**config.mk**
```make
export PLATFORM = sky130hd
export DESIGN_NAME = cok_cevrimli_islemci
export DESIGN_NICKNAME = d
export VERILOG_FILES = /design/src/rtl/cok_cevrimli_islemci_pkg.sv /design/src/rtl/cok_cevrimli_islemci_alu.sv /design/src/rtl/cok_cevrimli_islemci.sv
export SDC_FILE = /design/constraint.sdc
export NUM_CORES = 2
export LEC_CHECK = 0
export ABC_CLOCK_PERIOD_IN_PS = 61600
export CORE_ASPECT_RATIO = 0.8
export CORE_UTILIZATION = 35
export DETAILED_ROUTE_END_ITERATION = 10
export DONT_BUFFER_PORTS = 1
export GPL_ROUTABILITY_DRIVEN = 1
export HOLD_SLACK_MARGIN = 0.02
export SKIP_CTS_REPAIR_TIMING = 1
export SYNTH_ARGS = -nofsm -noshare
export SYNTH_HDL_FRONTEND = slang
export SYNTH_SLANG_ARGS = --single-unit
```
**constraint.sdc**
```tcl
create_clock -name clk -period 61.6 [get_ports clk]
set_input_delay 12.32 -clock clk [delete_from_list [all_inputs] [get_ports clk]]
set_output_delay 12.32 -clock clk [all_outputs]
set_load 0.05 [all_outputs]
```
**src/rtl/cok_cevrimli_islemci_pkg.sv**
```systemverilog
// Shared definitions for the multicycle RV32I core: stage codes, opcodes,
// funct3 values, ALU operations and the immediate generator.
package islemci_pkg;

    typedef enum logic [1:0] {
        ASAMA_GETIR        = 2'd0,
        ASAMA_COZYAZMACOKU = 2'd1,
        ASAMA_YURUTGERIYAZ = 2'd2
    } asama_e;

    localparam logic [6:0] OPC_LUI    = 7'b0110111;
    localparam logic [6:0] OPC_AUIPC  = 7'b0010111;
    localparam logic [6:0] OPC_JAL    = 7'b1101111;
    localparam logic [6:0] OPC_JALR   = 7'b1100111;
    localparam logic [6:0] OPC_BRANCH = 7'b1100011;
    localparam logic [6:0] OPC_LOAD   = 7'b0000011;
    localparam logic [6:0] OPC_STORE  = 7'b0100011;
    localparam logic [6:0] OPC_OP_IMM = 7'b0010011;
    localparam logic [6:0] OPC_OP     = 7'b0110011;

    localparam logic [2:0] F3_ADD_SUB = 3'b000;
    localparam logic [2:0] F3_SLL     = 3'b001;
    localparam logic [2:0] F3_SLT     = 3'b010;
    localparam logic [2:0] F3_SLTU    = 3'b011;
    localparam logic [2:0] F3_XOR     = 3'b100;
    localparam logic [2:0] F3_SRL_SRA = 3'b101;
    localparam logic [2:0] F3_OR      = 3'b110;
    localparam logic [2:0] F3_AND     = 3'b111;
    localparam logic [2:0] F3_BEQ     = 3'b000;
    localparam logic [2:0] F3_BNE     = 3'b001;
    localparam logic [2:0] F3_BLT     = 3'b100;
    localparam logic [2:0] F3_BGE     = 3'b101;
    localparam logic [2:0] F3_BLTU    = 3'b110;
    localparam logic [2:0] F3_BGEU    = 3'b111;
    localparam logic [2:0] F3_WORD    = 3'b010;

    typedef enum logic [3:0] {
        ALU_ADD, ALU_SUB, ALU_SLL, ALU_SLT, ALU_SLTU, ALU_XOR, ALU_SRL, ALU_SRA,
        ALU_OR, ALU_AND, ALU_BEQ, ALU_BNE, ALU_BLT, ALU_BGE, ALU_BLTU, ALU_BGEU
    } alu_op_e;

    // alt selects SUB/SRA; callers pass it only where funct7 bit 30 is meaningful.
    function automatic logic [3:0] alu_op_sec(input logic [2:0] f3, input logic alt);
        logic [3:0] op;
        case (f3)
            F3_ADD_SUB: op = alt ? ALU_SUB : ALU_ADD;
            F3_SLL:     op = ALU_SLL;
            F3_SLT:     op = ALU_SLT;
            F3_SLTU:    op = ALU_SLTU;
            F3_XOR:     op = ALU_XOR;
            F3_SRL_SRA: op = alt ? ALU_SRA : ALU_SRL;
            F3_OR:      op = ALU_OR;
            default:    op = ALU_AND;
        endcase
        return op;
    endfunction

    function automatic logic [31:0] imm_uret(input logic [31:0] k);
        logic [31:0] imm;
        case (k[6:0])
            OPC_STORE:           imm = {{20{k[31]}}, k[31:25], k[11:7]};
            OPC_BRANCH:          imm = {{19{k[31]}}, k[31], k[7], k[30:25], k[11:8], 1'b0};
            OPC_LUI, OPC_AUIPC:  imm = {k[31:12], 12'b0};
            OPC_JAL:             imm = {{11{k[31]}}, k[31], k[19:12], k[20], k[30:21], 1'b0};
            default:             imm = {{20{k[31]}}, k[31:20]};
        endcase
        return imm;
    endfunction

endpackage

```
**src/rtl/cok_cevrimli_islemci_alu.sv**
```systemverilog
// Combinational ALU: arithmetic/logic result plus the branch-condition flag.
module islemci_alu
    import islemci_pkg::*;
(
    input  logic [31:0] a,
    input  logic [31:0] b,
    input  logic [3:0]  op,
    output logic [31:0] sonuc,
    output logic        dallan
);

    always_comb begin
        sonuc  = '0;
        dallan = 1'b0;
        case (op)
            ALU_ADD:  sonuc = a + b;
            ALU_SUB:  sonuc = a - b;
            ALU_SLL:  sonuc = a << b[4:0];
            ALU_SLT:  sonuc = {31'b0, $signed(a) < $signed(b)};
            ALU_SLTU: sonuc = {31'b0, a < b};
            ALU_XOR:  sonuc = a ^ b;
            ALU_SRL:  sonuc = a >> b[4:0];
            ALU_SRA:  sonuc = $unsigned($signed(a) >>> b[4:0]);
            ALU_OR:   sonuc = a | b;
            ALU_AND:  sonuc = a & b;
            ALU_BEQ:  dallan = (a == b);
            ALU_BNE:  dallan = (a != b);
            ALU_BLT:  dallan = ($signed(a) < $signed(b));
            ALU_BGE:  dallan = ($signed(a) >= $signed(b));
            ALU_BLTU: dallan = (a < b);
            ALU_BGEU: dallan = (a >= b);
            default:  ;
        endcase
    end

endmodule

```
**src/rtl/cok_cevrimli_islemci.sv**
```systemverilog
// RV32I core, three cycles per instruction (fetch, decode/read, execute/writeback)
// on a single shared word memory bus.
module cok_cevrimli_islemci
    import islemci_pkg::*;
#(
    parameter logic [31:0] BASLANGIC_ADRES = 32'h8000_0000,
    parameter int          ADRES_BIT       = 32,
    parameter int          VERI_BIT        = 32
) (
    input  logic                 clk,
    input  logic                 rst,
    output logic [ADRES_BIT-1:0] bellek_adres,
    input  logic [VERI_BIT-1:0]  bellek_oku_veri,
    output logic [VERI_BIT-1:0]  bellek_yaz_veri,
    output logic                 bellek_yaz
);

    localparam logic [1:0] GETIR        = ASAMA_GETIR;
    localparam logic [1:0] COZYAZMACOKU = ASAMA_COZYAZMACOKU;
    localparam logic [1:0] YURUTGERIYAZ = ASAMA_YURUTGERIYAZ;

    logic [1:0]  simdiki_asama_r;
    logic [31:0] pc_r, komut_r, rs1_r, rs2_r, imm_r;
    logic [31:0] yazmac_obegi [0:31];

    logic [6:0]  opkod;
    logic [2:0]  f3;
    logic [4:0]  rd;
    logic [3:0]  alu_op;
    logic [31:0] alu_a, alu_b, alu_sonuc;
    logic        alu_dallan;
    logic        rd_yaz, bellek_erisim;
    logic [31:0] rd_veri, sonraki_pc, pc_arti4;

    assign opkod    = komut_r[6:0];
    assign f3       = komut_r[14:12];
    assign rd       = komut_r[11:7];
    assign pc_arti4 = pc_r + 32'd4;

    always_comb begin
        alu_a  = rs1_r;
        alu_b  = imm_r;
        alu_op = ALU_ADD;
        case (opkod)
            OPC_LUI:    alu_a = '0;
            OPC_AUIPC:  alu_a = pc_r;
            OPC_OP: begin
                alu_b  = rs2_r;
                alu_op = alu_op_sec(f3, komut_r[30]);
            end
            OPC_OP_IMM: alu_op = alu_op_sec(f3, komut_r[30] && (f3 == F3_SRL_SRA));
            OPC_BRANCH: begin
                alu_b = rs2_r;
                case (f3)
                    F3_BEQ:  alu_op = ALU_BEQ;
                    F3_BNE:  alu_op = ALU_BNE;
                    F3_BLT:  alu_op = ALU_BLT;
                    F3_BGE:  alu_op = ALU_BGE;
                    F3_BLTU: alu_op = ALU_BLTU;
                    F3_BGEU: alu_op = ALU_BGEU;
                    default: alu_op = ALU_ADD;   // reserved funct3: flag stays low, never taken
                endcase
            end
            default: ;
        endcase
    end

    islemci_alu u_alu (
        .a      (alu_a),
        .b      (alu_b),
        .op     (alu_op),
        .sonuc  (alu_sonuc),
        .dallan (alu_dallan)
    );

    always_comb begin
        rd_yaz        = 1'b0;
        rd_veri       = alu_sonuc;
        sonraki_pc    = pc_arti4;
        bellek_erisim = 1'b0;
        case (opkod)
            OPC_LUI, OPC_AUIPC, OPC_OP_IMM, OPC_OP: rd_yaz = 1'b1;
            OPC_JAL: begin
                rd_yaz     = 1'b1;
                rd_veri    = pc_arti4;
                sonraki_pc = pc_r + imm_r;
            end
            OPC_JALR: begin
                rd_yaz     = 1'b1;
                rd_veri    = pc_arti4;
                sonraki_pc = {alu_sonuc[31:1], 1'b0};
            end
            OPC_BRANCH: if (alu_dallan) sonraki_pc = pc_r + imm_r;
            OPC_LOAD: if (f3 == F3_WORD) begin
                rd_yaz        = 1'b1;
                rd_veri       = bellek_oku_veri;
                bellek_erisim = 1'b1;
            end
            OPC_STORE: if (f3 == F3_WORD) bellek_erisim = 1'b1;
            default: ;
        endcase
    end

    assign bellek_adres = (simdiki_asama_r == YURUTGERIYAZ && bellek_erisim)
                          ? {alu_sonuc[31:2], 2'b00} : pc_r;

    always_ff @(posedge clk or posedge rst) begin
        if (rst) begin
            simdiki_asama_r <= GETIR;
            pc_r            <= BASLANGIC_ADRES;
            komut_r         <= '0;
            rs1_r           <= '0;
            rs2_r           <= '0;
            imm_r           <= '0;
            bellek_yaz      <= 1'b0;
            bellek_yaz_veri <= '0;
            for (int i = 0; i < 32; i++) yazmac_obegi[i] <= '0;
        end else begin
            case (simdiki_asama_r)
                GETIR: begin
                    komut_r         <= bellek_oku_veri;
                    simdiki_asama_r <= COZYAZMACOKU;
                end
                COZYAZMACOKU: begin
                    rs1_r <= yazmac_obegi[komut_r[19:15]];
                    rs2_r <= yazmac_obegi[komut_r[24:20]];
                    imm_r <= imm_uret(komut_r);
                    // strobe is registered so it is high for exactly the execute cycle
                    if (opkod == OPC_STORE && f3 == F3_WORD) begin
                        bellek_yaz      <= 1'b1;
                        bellek_yaz_veri <= yazmac_obegi[komut_r[24:20]];
                    end
                    simdiki_asama_r <= YURUTGERIYAZ;
                end
                YURUTGERIYAZ: begin
                    if (rd_yaz && rd != 5'd0) yazmac_obegi[rd] <= rd_veri;
                    pc_r            <= sonraki_pc;
                    bellek_yaz      <= 1'b0;
                    bellek_yaz_veri <= '0;
                    simdiki_asama_r <= GETIR;
                end
                default: simdiki_asama_r <= GETIR;
            endcase
        end
    end

endmodule

```
* Yosys cells after proc, flatten, opt, wreduce, memory -nomap -nowiden
Cells that the tools add are included.
Operators by class: add/subtract/negate cells 4, magnitude comparators 8, equal/unequal tests 36, shift-type cells 3, multiplexer cells 35, bitwise operators 6, reduce and logical (&&, ||, !) cells 17
Operators with widths (count):
- 1024-bit bitwise mux | 1
- 32-bit binary-select mux with 5-bit select | 2
- 32-bit 2-to-1 mux | 10
- 32-bit case mux with 10 select lines | 1
- 32-bit case mux with 2 select lines | 3
- 32-bit demux with 5-bit select | 1
- 31-bit case mux with 4 select lines | 1
- 32-bit case mux with 3 select lines | 1
- 32-bit adder | 2
- 32-bit >= comparator | 2
- 32-bit < comparator | 2
- 4-bit case mux with 7 select lines | 2
- 32-bit by 3-bit adder with 32-bit output (second input constant) | 1
- 32-bit bitwise AND | 1
- 32-bit equality test | 1
- 4-bit equality test (second input constant) | 8
- 32-bit inequality test | 1
- 32-bit bitwise OR | 1
- 32-bit by 5-bit << shifter with 32-bit output | 1
- 32-bit by 5-bit right shift with 32-bit output | 1
- 32-bit by 5-bit >>> shifter with 32-bit output | 1
- 32-bit subtractor | 1
- 32-bit XOR | 1
- 4-bit case mux with 6 select lines | 1
- other kinds (30) | 62
Storage, ports and cells: bits in registers 1219, output and inout bits 65, word-level logic and storage cells 149

* Longest topological paths before layout
word-level depth 10, depth in mapped cells 23, gate-level depth less buffers 18

* Hierarchy
From an unflattened synthesis, not the netlist that was laid out.
Unflattened totals: cells, all modules 6930, area total of the unflattened synthesis 71861.4 sq um
Modules (own cells, without submodules):
- cok_cevrimli_islemci | instances 1, cells each 5601, area an instance 63330.7 sq um, seq. area each 30505.5 sq um
- islemci_alu | instances 1, cells each 1329, area an instance 8530.7 sq um, seq. area each 0.0 sq um

* Worst setup path after synthesis
OpenSTA, ideal clock, no wires.
kind register -> output, from register komut_r[4], to output bellek_adres[29], arrival time 5488 ps, data required time 49280 ps, path slack 43792 ps, cell stages (with the launch flop) 19, cell sequence dfrtp_1 buf_6 xor2_2 nand3_1 buf_4 buf_1 buf_1 mux2_2 ha_1 clkbuf_1 or3_1 o221a_2 o221a_2 a21oi_1 a21oi_1 o31a_1 a21boi_0 nor3_1 o21ai_0
Between the ends: word-level cells in the longest chain between the ends 6
RTL lines:
- start: declaration | line cok_cevrimli_islemci.sv:23 | logic [31:0] pc_r, komut_r, rs1_r, rs2_r, imm_r;
- start signal: assignment | line cok_cevrimli_islemci.sv:121 | komut_r <= bellek_oku_veri;
- 7-bit equality test / 7-bit by 6-bit equality test with 1-bit output (equally long branches) | line cok_cevrimli_islemci.sv:44 | case (opkod)
- 2-bit OR reduction (no source line)
- 32-bit 2-to-1 mux | line cok_cevrimli_islemci.sv:44
- 32-bit subtractor (tied with other cells) | line cok_cevrimli_islemci_alu.sv:17 | ALU_SUB: sonuc = a - b;
- 32-bit case mux with 10 select lines | line cok_cevrimli_islemci_alu.sv:15 | case (op)
- 32-bit 2-to-1 mux * | line cok_cevrimli_islemci.sv:105 | ? {alu_sonuc[31:2], 2'b00} : pc_r;
- end: declaration | line cok_cevrimli_islemci.sv:12 | output logic [ADRES_BIT-1:0] bellek_adres,
Every way passes the cells marked *; elsewhere a longest branch is shown, timed or not.

* Worst setup path in the final report
from register komut_r[6], to output bellek_adres[17]
The elaborated chain is that of the path after synthesis.

==> qor.yml <==
run_status:
  status: "complete, but fails checks"
  violations: "design-rule violations, max-capacitance violations, max-slew violations"
logic_synthesis:
  yosysWarningCount: 0
  synth_area_um2: 74400
  synth_compound_area_share_pct: 15.7
  synthArstFlopShare_pct: 100
  netlist_instances: 7041
  synthFlopType: "dfrtp_1"
  muxShareOfSynthArea_pct: 24.9
  ys_seq_area_share_pct: 41.0
  syn_avg_cell_area_um2: 10.6
  synth_xor_area_share_pct: 0.715
  ys_types: 110
  synth.net_count: 7207
  synth_adder_area_share_pct: 2.25
  synth_top_family_by_area: "multiplexers"
  synth-simple-area-share_pct: 10.8
  ys_seq_elements: 1219
  synth-edff-count: 0
cells_and_area:
  stdcell_count: 9546
  nets: 6792
  syn_to_final_growth_pct: 8.72
  filler_cell_count: 20300
  finalInstanceArea_um2: 80800
  final_cell_mix: "dfrtp_1, nor2_1, a21oi_1"
  drive_above_1_share_pct: 21.8
  final_common_cell: "dfrtp_1"
placement:
  place_hpwl_um: 211000
  place_inst: 9325
  portBuffers: 0
  dpl_cell_area_um2: 76900
  gp_congestion: 1.08
floorplan:
  dieHeight_um: 414
  die_area_um2: 214000
  die_w_um: 517
  core-area_um2: 210000
  row_count: 150
  start_util_pct: 35.4
  boundaryPins: 99
grt:
  grt_util_all_layers_pct: 28.4
  overflow: 0
  antenna_found_initial: 40
  grt_max_degree: 169
  grt_pass1_wl_um: 439000
  grt_pass1_vias: 58300
power_and_ir_drop:
  vdd_drop_max_v: 0.0000243
  powerDensity_nw_per_um2: 24.0
  pwr-share-comb_pct: 17.7
  p_int_w: 0.00133
  leakage_nw: 28.8
  p_switching_w: 0.000610
  switching_share_pct: 31.4
  power_frac_seq_pct: 43.8
  p_clk_share_pct: 38.6
setup_path:
  critical_path_class: "reg -> out"
  worstSetupEndpointType: "primary output"
  critical_path.max_fanout: 47
  r2r_cells: 18
  cp.required_ns: 49.28
  cp.arrival_ns: 7.47
  startpoint_type: "register"
  rrSetupSlack_ns: 53.96
sta:
  drv_slew: 1
  tns_ns: 0
  slew_headroom_pct: -0.605
  period_share_pct: 32.1
  hold_viol_final: 0
  worstMarginPinSlew_ns: 1.50
  finalCriticalPeriod_ns: 19.79
  finClkSkew_ns: 0.0463
  setup_viol: 0
  fmax_ghz: 0.0505
  rsz0062_at_grt: "false"
route:
  drc: 1
  vias: 61600
  antenna_left: 0
  routed_wl_um: 309000
  wl_per_cell_um: 32.4
  drtIter0Drc: 8720
  drtPass1Iterations: 11
  viasPerCell: 6.45
clocking:
  clk_latency_ns: 0.76
  cts_max_level: 3
  cts_buffers: 111
  clk_pin_slew_ns: 0.07
  cts-root-buf: "clkbuf_16"
  tritoncts: "built"
  cts_sinks: 1219
  clk_path_buf_depth: 3
flow_run:
  cap_violations: 1
min_path:
  hold_path_depth: 0
  min_path_type: "reg -> reg"
## flip-flops by register name (all words and copies together), names as in the netlist
| register | flops |
|---|---|
| pc_r | 32 |
| simdiki_asama_r | 2 |
| bellek_yaz_veri | 32 |
| bellek_yaz | 1 |
| imm_r | 32 |
| komut_r | 32 |
| rs2_r | 32 |
| rs1_r | 32 |
| yazmac_obegi | 1024 |
## path summary, 6_finish.rpt
path / start / endpoint
max: komut_r[6]$_DFFE_PP0N_ / bellek_adres[17]
min: yazmac_obegi[1006]$_DFFE_PP0P_ / yazmac_obegi[1006]$_DFFE_PP0P_
max reg2reg: komut_r[5]$_DFFE_PP0N_ / yazmac_obegi[301]$_DFFE_PP0P_
min reg2reg: yazmac_obegi[1006]$_DFFE_PP0P_ / yazmac_obegi[1006]$_DFFE_PP0P_
max in group asynchronous: rst / yazmac_obegi[491]$_DFFE_PP0P_
min in group asynchronous: rst / yazmac_obegi[1017]$_DFFE_PP0P_
## cell families (layout without fill, tap and decap cells)
logic type	count (synthesis)	count (layout)
multiplexers	1009	1009
adder cells (fa/ha/maj)	132	132
flip-flops	1219	1219
AND/OR/NAND/NOR	1861	1861
XOR/XNOR	59	59
AO/OA/AOI/OAI	1941	1941
other	0	18
buffers and inverters	820	495
## through the flow
stage	setup slack [ns]	util [%]	hold slack [ns]	total power, W
after global placement	42.82	36.6	0.376	0.00119
after detailed placement	42.78	36.6	0.383	0.00119
after CTS	41.97	38.5	0.398	0.00194
final	41.81	38.5	0.396	0.00194
after global routing	41.61	38.5	0.410	0.00200
after floorplan	14.94	-	0.441	0.00107
## Yosys cell counts, drive strengths merged, types with 30 or more instances
cell    number  area, um^2
nor3        58         295
mux4       647       14600
clkbuf     475        1780
a221oi      32         323
nand2b      30         188
mux2i      102        1040
o22ai       30         188
a211oi      52         410
nor2      1029        3870
nand3      127         641
nand2      374        1420
ha         129        1610
o211ai      97         728
mux2       260        2930
a21oi      974        4980
dfrtp     1218       30500
inv        114         428
nand4       93         582
o21ai      410        2070
xnor2       35         314
buf        230        1170
a31oi       34         213
## layer usage
| metal | global-route usage, % | share of wire, % | vias to the layer above |
|---|---|---|---|
| met4 | 9.48 | 3.9 | 32 |
| met1 | 41.4 | 42 | 31600 |
| li1 | - | - | 25400 |
| met2 | 36.9 | 39 | 3887 |
| met3 | 12.5 | 15 | 695 |
| met5 | 0 | 0.074 | - |
## critical path, stage by stage, from the launching register on
cell       delay (ns)
dfrtp_1          0.81
xor2_2           0.32
nand4_1          0.51
nand2_4          0.43
buf_4            0.58
ha_1             0.41
a211o_1          0.29
a311o_1          0.40
o211a_1          0.29
o211ai_1         0.56
a31oi_1          0.26
a2bb2oi_1        0.21
mux2i_1          0.09
nor3_1           0.92
o21ai_1          0.61
## cell type report
cell class / instances / area, um^2 / area share, %
well taps: 2812 / 3520 / 4.35
clock buffers: 153 / 3190 / 3.94
flip-flops and latches: 1219 / 30500 / 37.8
inverters: 115 / 439 / 0.543
clock inverters: 50 / 701 / 0.867
diodes: 18 / 45.0 / 0.0557
repair buffers: 177 / 1400 / 1.73
multi-input cells: 5002 / 41000 / 50.7
## power groups by stage
stage	clock (W)	combinational, W	sequential (W)
after floorplan	0	0.000227	0.000845
after global placement	0	0.000330	0.000862
after detailed placement	0	0.000331	0.000864
after CTS	0.000758	0.000332	0.000848
after global routing	0.000790	0.000359	0.000851
final	0.000749	0.000343	0.000851
No activity file was read; power rests on OpenSTA's default activity.
